<file path="src/rtl/display_scan_ctrl_pkg.sv">
// Shared definitions for the display scan controller: state encoding,
// digit width and the anode one-hot decode helper.
package display_scan_ctrl_pkg;

    localparam int DIG_W = 4;

    typedef enum logic [1:0] {
        IDLE  = 2'd0,
        SHOW  = 2'd1,
        BLANK = 2'd2
    } state_t;

    // One bit of onehot(idx): true when this anode position is the selected digit.
    function automatic logic onehot_bit(input logic [2:0] idx, input logic [2:0] pos);
        return idx == pos;
    endfunction

endpackage

</file>
<file path="src/rtl/display_scan_ctrl_timer.sv">
// Slot cycle counter: counts 0..limit, flags terminal count and restarts
// from 0 after it. A clear forces it back to 0 (used while idle/disabled).
module scan_timer #(
    parameter int CNT_W = 2
) (
    input  logic             clk,
    input  logic             rst_n,
    input  logic             clr,
    input  logic [CNT_W-1:0] limit,
    output logic             tc
);

    logic [CNT_W-1:0] cnt_q;
    logic [CNT_W-1:0] cnt_d;

    assign tc = (cnt_q == limit);

    // Next count: clear wins, terminal count restarts the slot, else increment.
    always_comb begin
        cnt_d = cnt_q + 1'b1;
        if (clr || tc) begin
            cnt_d = '0;
        end
    end

    // Counter register.
    always_ff @(posedge clk or negedge rst_n) begin
        if (!rst_n) begin
            cnt_q <= '0;
        end else begin
            cnt_q <= cnt_d;
        end
    end

endmodule

</file>
<file path="src/rtl/display_scan_ctrl.sv">
// Time-multiplexed scan controller for an N-digit common-anode 7-segment
// display sharing one BCD decoder. Data is double-buffered and committed
// only at frame boundaries (or when scanning starts).
module display_scan_ctrl
    import display_scan_ctrl_pkg::*;
#(
    parameter int N_DIGITS  = 4,
    parameter int SHOW_CYC  = 50000,
    parameter int BLANK_CYC = 500
) (
    input  logic                      clk,
    input  logic                      rst_n,
    input  logic                      habilitar,
    input  logic                      cargar,
    input  logic [DIG_W*N_DIGITS-1:0] datos,
    input  logic                      supr_ceros,
    output logic [DIG_W-1:0]          codigo,
    output logic [N_DIGITS-1:0]       anodos,
    output logic                      pendiente,
    output logic                      trama_fin
);

    localparam int WORD_W  = DIG_W * N_DIGITS;
    localparam int MAX_CYC = (SHOW_CYC > BLANK_CYC) ? SHOW_CYC : BLANK_CYC;
    localparam int CNT_W   = (MAX_CYC > 1) ? $clog2(MAX_CYC) : 1;
    localparam int IDX_W   = $clog2(N_DIGITS);
    localparam logic [IDX_W-1:0] LAST_IDX  = IDX_W'(N_DIGITS - 1);
    localparam logic [CNT_W-1:0] SHOW_LIM  = CNT_W'(SHOW_CYC - 1);
    localparam logic [CNT_W-1:0] BLANK_LIM = CNT_W'(BLANK_CYC - 1);

    state_t              state_q, state_d;
    logic [IDX_W-1:0]    idx_q, idx_d;
    logic [WORD_W-1:0]   shadow_q, shadow_d;
    logic [WORD_W-1:0]   committed_q, committed_d;
    logic                pend_q, pend_d;
    logic                tf_q, tf_d;
    logic [N_DIGITS-1:0] anodos_q, anodos_d;
    logic [DIG_W-1:0]    codigo_q, codigo_d;
    logic                commit;
    logic                timer_clr;
    logic [CNT_W-1:0]    timer_lim;
    logic                timer_tc;
    logic [N_DIGITS-1:0] dig_en;
    logic [DIG_W-1:0]    dig_c [N_DIGITS];

    assign timer_clr = (state_q == IDLE) || !habilitar;
    assign timer_lim = (state_q == SHOW) ? SHOW_LIM : BLANK_LIM;

    scan_timer #(
        .CNT_W(CNT_W)
    ) u_timer (
        .clk  (clk),
        .rst_n(rst_n),
        .clr  (timer_clr),
        .limit(timer_lim),
        .tc   (timer_tc)
    );

    // Scan sequencing: IDLE -> SHOW -> BLANK -> SHOW(next digit) ...; disable always wins.
    always_comb begin
        state_d = state_q;
        idx_d   = idx_q;
        tf_d    = 1'b0;
        commit  = 1'b0;
        if (!habilitar) begin
            state_d = IDLE;
            idx_d   = '0;
        end else begin
            case (state_q)
                IDLE: begin
                    state_d = SHOW;
                    idx_d   = '0;
                    commit  = 1'b1;
                end
                SHOW: begin
                    if (timer_tc) begin
                        state_d = BLANK;
                    end
                end
                BLANK: begin
                    if (timer_tc) begin
                        state_d = SHOW;
                        if (idx_q == LAST_IDX) begin
                            idx_d  = '0;
                            tf_d   = 1'b1;
                            commit = 1'b1;
                        end else begin
                            idx_d = idx_q + 1'b1;
                        end
                    end
                end
                default: state_d = IDLE;
            endcase
        end
    end

    // Double buffer: loads go to shadow; a load on a commit edge bypasses straight to committed.
    always_comb begin
        shadow_d    = shadow_q;
        committed_d = committed_q;
        pend_d      = pend_q;
        if (cargar && commit) begin
            shadow_d    = datos;
            committed_d = datos;
            pend_d      = 1'b0;
        end else begin
            if (commit && pend_q) begin
                committed_d = shadow_q;
                pend_d      = 1'b0;
            end
            if (cargar) begin
                shadow_d = datos;
                pend_d   = 1'b1;
            end
        end
    end

    // Per-digit view of the word that will be on display next cycle.
    for (genvar gi = 0; gi < N_DIGITS; gi++) begin : g_dig
        assign dig_c[gi] = committed_d[gi*DIG_W +: DIG_W];
    end

    // Anode enable per digit, dark when it and every more significant digit are zero.
    always_comb begin
        logic zero_run;
        zero_run = 1'b1;
        dig_en   = '0;
        for (int i = N_DIGITS - 1; i >= 0; i--) begin
            zero_run  = zero_run && (dig_c[i] == '0);
            dig_en[i] = onehot_bit(3'(idx_d), 3'(i)) && !((i != 0) && supr_ceros && zero_run);
        end
    end

    // Registered outputs follow the next state; codigo holds outside SHOW.
    always_comb begin
        anodos_d = '0;
        codigo_d = codigo_q;
        if (state_d == SHOW) begin
            anodos_d = dig_en;
            codigo_d = dig_c[idx_d];
        end
    end

    // State, data and output registers.
    always_ff @(posedge clk or negedge rst_n) begin
        if (!rst_n) begin
            state_q     <= IDLE;
            idx_q       <= '0;
            shadow_q    <= '0;
            committed_q <= '0;
            pend_q      <= 1'b0;
            tf_q        <= 1'b0;
            anodos_q    <= '0;
            codigo_q    <= '0;
        end else begin
            state_q     <= state_d;
            idx_q       <= idx_d;
            shadow_q    <= shadow_d;
            committed_q <= committed_d;
            pend_q      <= pend_d;
            tf_q        <= tf_d;
            anodos_q    <= anodos_d;
            codigo_q    <= codigo_d;
        end
    end

    assign codigo    = codigo_q;
    assign anodos    = anodos_q;
    assign pendiente = pend_q;
    assign trama_fin = tf_q;

endmodule

</file>
<file path="config.mk">
export PLATFORM = sky130hd
export DESIGN_NAME = display_scan_ctrl
export DESIGN_NICKNAME = d
export VERILOG_FILES = /design/src/rtl/display_scan_ctrl_pkg.sv /design/src/rtl/display_scan_ctrl_timer.sv /design/src/rtl/display_scan_ctrl.sv
export SDC_FILE = /design/constraint.sdc
export NUM_CORES = 1
export LEC_CHECK = 0
export BUFFER_PORTS_ARGS = -buffer_cell sky130_fd_sc_hd__buf_4
export CORE_ASPECT_RATIO = 0.75
export CORE_MARGIN = 5
export CORE_UTILIZATION = 35
export DETAILED_ROUTE_END_ITERATION = 8
export PLACE_DENSITY_LB_ADDON = 0.1
export SYNTH_ARGS = -nofsm -noshare
export SYNTH_HDL_FRONTEND = slang
export SYNTH_SLANG_ARGS = --single-unit
</file>
<file path="constraint.sdc">
create_clock -name clk -period 3.6 [get_ports clk]
set_clock_uncertainty 0.1 [all_clocks]
set_input_delay 1.08 -clock clk [delete_from_list [all_inputs] [get_ports clk]]
set_output_delay 1.08 -clock clk [all_outputs]
set_load 0.02 [all_outputs]
</file>
==> PnR_summary.wiki <==
{| class="wikitable"
! Metric !! Value
|-
| Async S/R FF share, synth || between 90% and 100%
|-
| Clk_lat worst skew || around 0.33 ns
|-
| Setup TNS after final layout || 0 ns
|-
| IO Pins || 31
|-
| Comb power frac || ~15%
|-
| Vias after detailed routing || roughly 2,600
|-
| Final non-filler cell total || 499
|-
| Clock tree from TritonCTS || done
|-
| Critical path class || input port to flop
|-
| # DRC || 0
|-
| Hold violation count in the final report || 0
|-
| Total of flip-flops plus latches after synthesis || 62
|-
| Number of distinct library cell variants in the gate-level netlist after synthesis || 65
|-
| Max-slew violation count || 0
|-
| Router iterations before antenna repair || 4
|-
| Final critical-path share of the clock period || 85.3%
|-
| Highest clock frequency the design can meet || around 330 MHz
|-
| Floorplan core area || around 0.0096 mm2
|-
| Effective utilization at floorplan || between 30% and 40%
|-
| Clock Sink Count || 62
|-
| Number of buffer cells added on primary ports || 30
|-
| Cts bufs inserted || 9
|-
| Number of antenna violations at the first check in global routing || 0
|-
| Multi-input logic area || 0.00167 mm2
|-
| Outcome || complete, no violations
|-
| Critical path required time || ~3.7 ns
|-
| Area of the die || around 0.012 mm2
|-
| Cell Area, Synth || roughly 0.0034 mm2
|-
| CP Data Arrival Time || ~3.2 ns
|-
| Yosys warning count || 0
|-
| CP Capture Type || flop
|-
| Post-synthesis net count || ~350
|-
| Mean instance size in the synthesized netlist || around 10 um2
|-
| Count of flip-flops with a built-in enable after synthesis || 0
|-
| Overall overflow remaining after global route || 0
|-
| Wire length of the first global-routing pass || approximately 14,000 um
|-
| # setup viols final || 0
|-
| Worst-path maximum fanout || 10
|-
| Final Net Count || roughly 390
|-
| Cell Pwr Density || between 500 and 600 mW/mm2
|-
| Number of buffers inserted by post-CTS setup repair || 0
|-
| Number of H-tree branching levels || 3
|-
| Int Pwr || about 0.0015 W
|-
| Count of max-cap constraint violations || 0
|-
| Largest net degree at the start of global routing || 63
|-
| Power share of the sequential group || about two fifths
|-
| Standard-cell row count || 31
|-
| Avg Vias per Cell || approximately 5.3
|-
| Startpoint class of the critical path || input port
|-
| Largest voltage drop on the vdd net || 0.194 mV
|-
| Quantity of hold-fixing buffers added after cts || 0
|-
| Cell total after placement || about 480
|-
| Routed wire length || ~8500 um
|-
| Number of nets with antenna violations after routing || 0
|-
| Register Area || 0.00155 mm2
|-
| LEAKAGE || 1.68 nW
|-
| Clock transition at path regs || 0.05 ns
|-
| Unrepaired setup endpoints after global routing || false
|-
| HPWL Detailed || between 6000 and 7000 um
|-
| # diodes || 0
|-
| Total routing resource utilization after global routing || between 10% and 20%
|-
| Number of DRC markers in iteration 0 || 129
|-
| Gate Count Post-Synth || approximately 330
|-
| Sequential-to-total area share from yosys stat || approximately 46%
|-
| Placer's final routability congestion estimate || 0.782
|-
| Number of resized instances in the post-cts repair step || 0
|-
| Most common cell after layout, fill and taps aside || sky130_fd_sc_hd__dfrtp_1
|-
| Remaining max-slew budget at the tightest pin || 45.7%
|-
| Actual transition at the worst max-transition pin || around 0.81 ns
|-
| Maximum clock insertion buffer count || 2
|-
| Power share of the clock group || between 40% and 50%
|-
| Area growth from synthesis to layout || 18.3%
|-
| Routed length per placed instance || ~17 um
|-
| Switching power || slightly above 0.0005 W
|-
| Commonest register cell after synthesis || sky130_fd_sc_hd__dfrtp_1
|-
| Vias in the first global route || roughly 2,700
|-
| Fill cell instance count of the final layout || just over 900
|-
| Fraction of final layout cells sized beyond drive strength 1 || 25.6%
|-
| Clock root buffer master || sky130_fd_sc_hd__clkbuf_16
|-
| Die Width || approximately 120 um
|-
| Path type of the worst min-delay path || flop to flop
|-
| Highest-count cells in the layout ignoring fill and taps || 62 x sky130_fd_sc_hd__dfrtp_1, 50 x sky130_fd_sc_hd__nor2_1, 38 x sky130_fd_sc_hd__buf_4
|-
| Switching fraction of total power || between 20% and 30%
|-
| Height of the die || 95.4 um
|-
| Min Tclk post-route || roughly 3.1 ns
|}
[routing by layer]
| metal | track usage [%] | vias to the layer above | part of all wire [%] |
|---|---|---|---|
| met4 | 4.61 | 0 | 1.1 |
| met5 | 0 | - | 0 |
| li1 | - | 1271 | - |
| met3 | 5.40 | 11 | 6.0 |
| met2 | 22.2 | 63 | 39 |
| met1 | 22.7 | 1297 | 54 |
[registers in the layout (all words and copies together), names as in the netlist, 2 cells and up]
| name | cells |
|---|---|
| idx_q | 2 |
| anodos | 4 |
| state_q | 2 |
| u_timer.cnt_q | 16 |
| committed_q | 16 |
| codigo | 4 |
| shadow_q | 16 |
[cells by family (layout without fill, tap and decap cells)]
family | count (synthesis) | after routing | synth area share (%)
simple gates | 136 | 136 | 21.7
fa+ha+maj | 2 | 2 | 0.735
compound gates | 69 | 69 | 16.5
xor+xnor | 14 | 14 | 3.60
flops | 62 | 62 | 45.6
buf+inv | 28 | 64 | 5.30
mux | 20 | 20 | 6.51
[final cells by class]
cell class | instances | area share, %
multi-input cells | 241 | 41.5
flip-flops and latches | 62 | 38.5
repair buffers | 38 | 7.09
clock buffers | 10 | 5.69
well taps | 132 | 4.10
clock inverters | 6 | 2.14
inverters | 10 | 0.933
[cells in the mapped netlist, types with 4 or more instances]
cell type                  count  area (um2)
sky130_fd_sc_hd__a211oi_1      4        30.0
sky130_fd_sc_hd__xor2_1       10        87.6
sky130_fd_sc_hd__nor2_1       50         188
sky130_fd_sc_hd__inv_1        10        37.5
sky130_fd_sc_hd__o22ai_1       9        56.3
sky130_fd_sc_hd__or3_1         5        31.3
sky130_fd_sc_hd__nand3_1      12        60.1
sky130_fd_sc_hd__mux2_2       17         191
sky130_fd_sc_hd__nand4_1       4        25.0
sky130_fd_sc_hd__nor3_1        4        20.0
sky130_fd_sc_hd__nand2b_1      9        56.3
sky130_fd_sc_hd__dfrtp_1      62        1550
sky130_fd_sc_hd__buf_6         6        67.6
sky130_fd_sc_hd__nand2_1      26        97.6
sky130_fd_sc_hd__o21ai_0       9        45.0
sky130_fd_sc_hd__clkbuf_1      6        22.5
sky130_fd_sc_hd__a221oi_1      5        43.8
sky130_fd_sc_hd__a21oi_1       7        35.0
sky130_fd_sc_hd__and2_1        4        25.0
sky130_fd_sc_hd__xnor2_1       4        35.0
[critical path: stages]
cell	delay, ns
sky130_fd_sc_hd__buf_4	0.14
sky130_fd_sc_hd__or3b_1	0.50
sky130_fd_sc_hd__o22ai_1	0.22
sky130_fd_sc_hd__a21oi_2	0.05
sky130_fd_sc_hd__o2111ai_1	0.25
sky130_fd_sc_hd__or4b_4	0.54
sky130_fd_sc_hd__nor4_4	0.27
sky130_fd_sc_hd__a211oi_1	0.12
[through the flow]
step | hold slack (ns) | instance area, um2 | util (%) | total power (W) | worst slack, ns
after floorplan | 0.333 | 3400 | - | 0.00101 | 0.436
after global placement | 0.347 | 3710 | 38.7 | 0.00111 | 0.269
after detailed placement | 0.354 | 3710 | 38.7 | 0.00112 | 0.222
after CTS | 0.362 | 4030 | 42.0 | 0.00205 | 0.556
after global routing | 0.398 | 4030 | 42.0 | 0.00212 | 0.331
final | 0.363 | 4030 | 42.0 | 0.00202 | 0.531
[worst paths after layout]
check	start	endpoint	slack, ns	depth (start not counted)
max	habilitar	anodos[1]$_DFF_PN0_	0.53	8
max reg2reg	u_timer.cnt_q[0]$_DFF_PN0_	anodos[1]$_DFF_PN0_	0.55	9
min in group asynchronous	rst_n	u_timer.cnt_q[7]$_DFF_PN0_	0.73	1
min	u_timer.cnt_q[0]$_DFF_PN0_	u_timer.cnt_q[0]$_DFF_PN0_	0.36	1
min reg2reg	u_timer.cnt_q[0]$_DFF_PN0_	u_timer.cnt_q[0]$_DFF_PN0_	0.36	1
max in group asynchronous	rst_n	committed_q[15]$_DFF_PN0_	2.11	1
[power groups by stage]
stage,registers [W],logic (W),clock network [W]
after floorplan,0.000817,0.000192,0
after global placement,0.000814,0.000301,0
after detailed placement,0.000816,0.000303,0
after CTS,0.000803,0.000305,0.000943
after global routing,0.000813,0.000335,0.000973
final,0.000804,0.000301,0.000918
No activity file was read; power rests on OpenSTA's default activity.
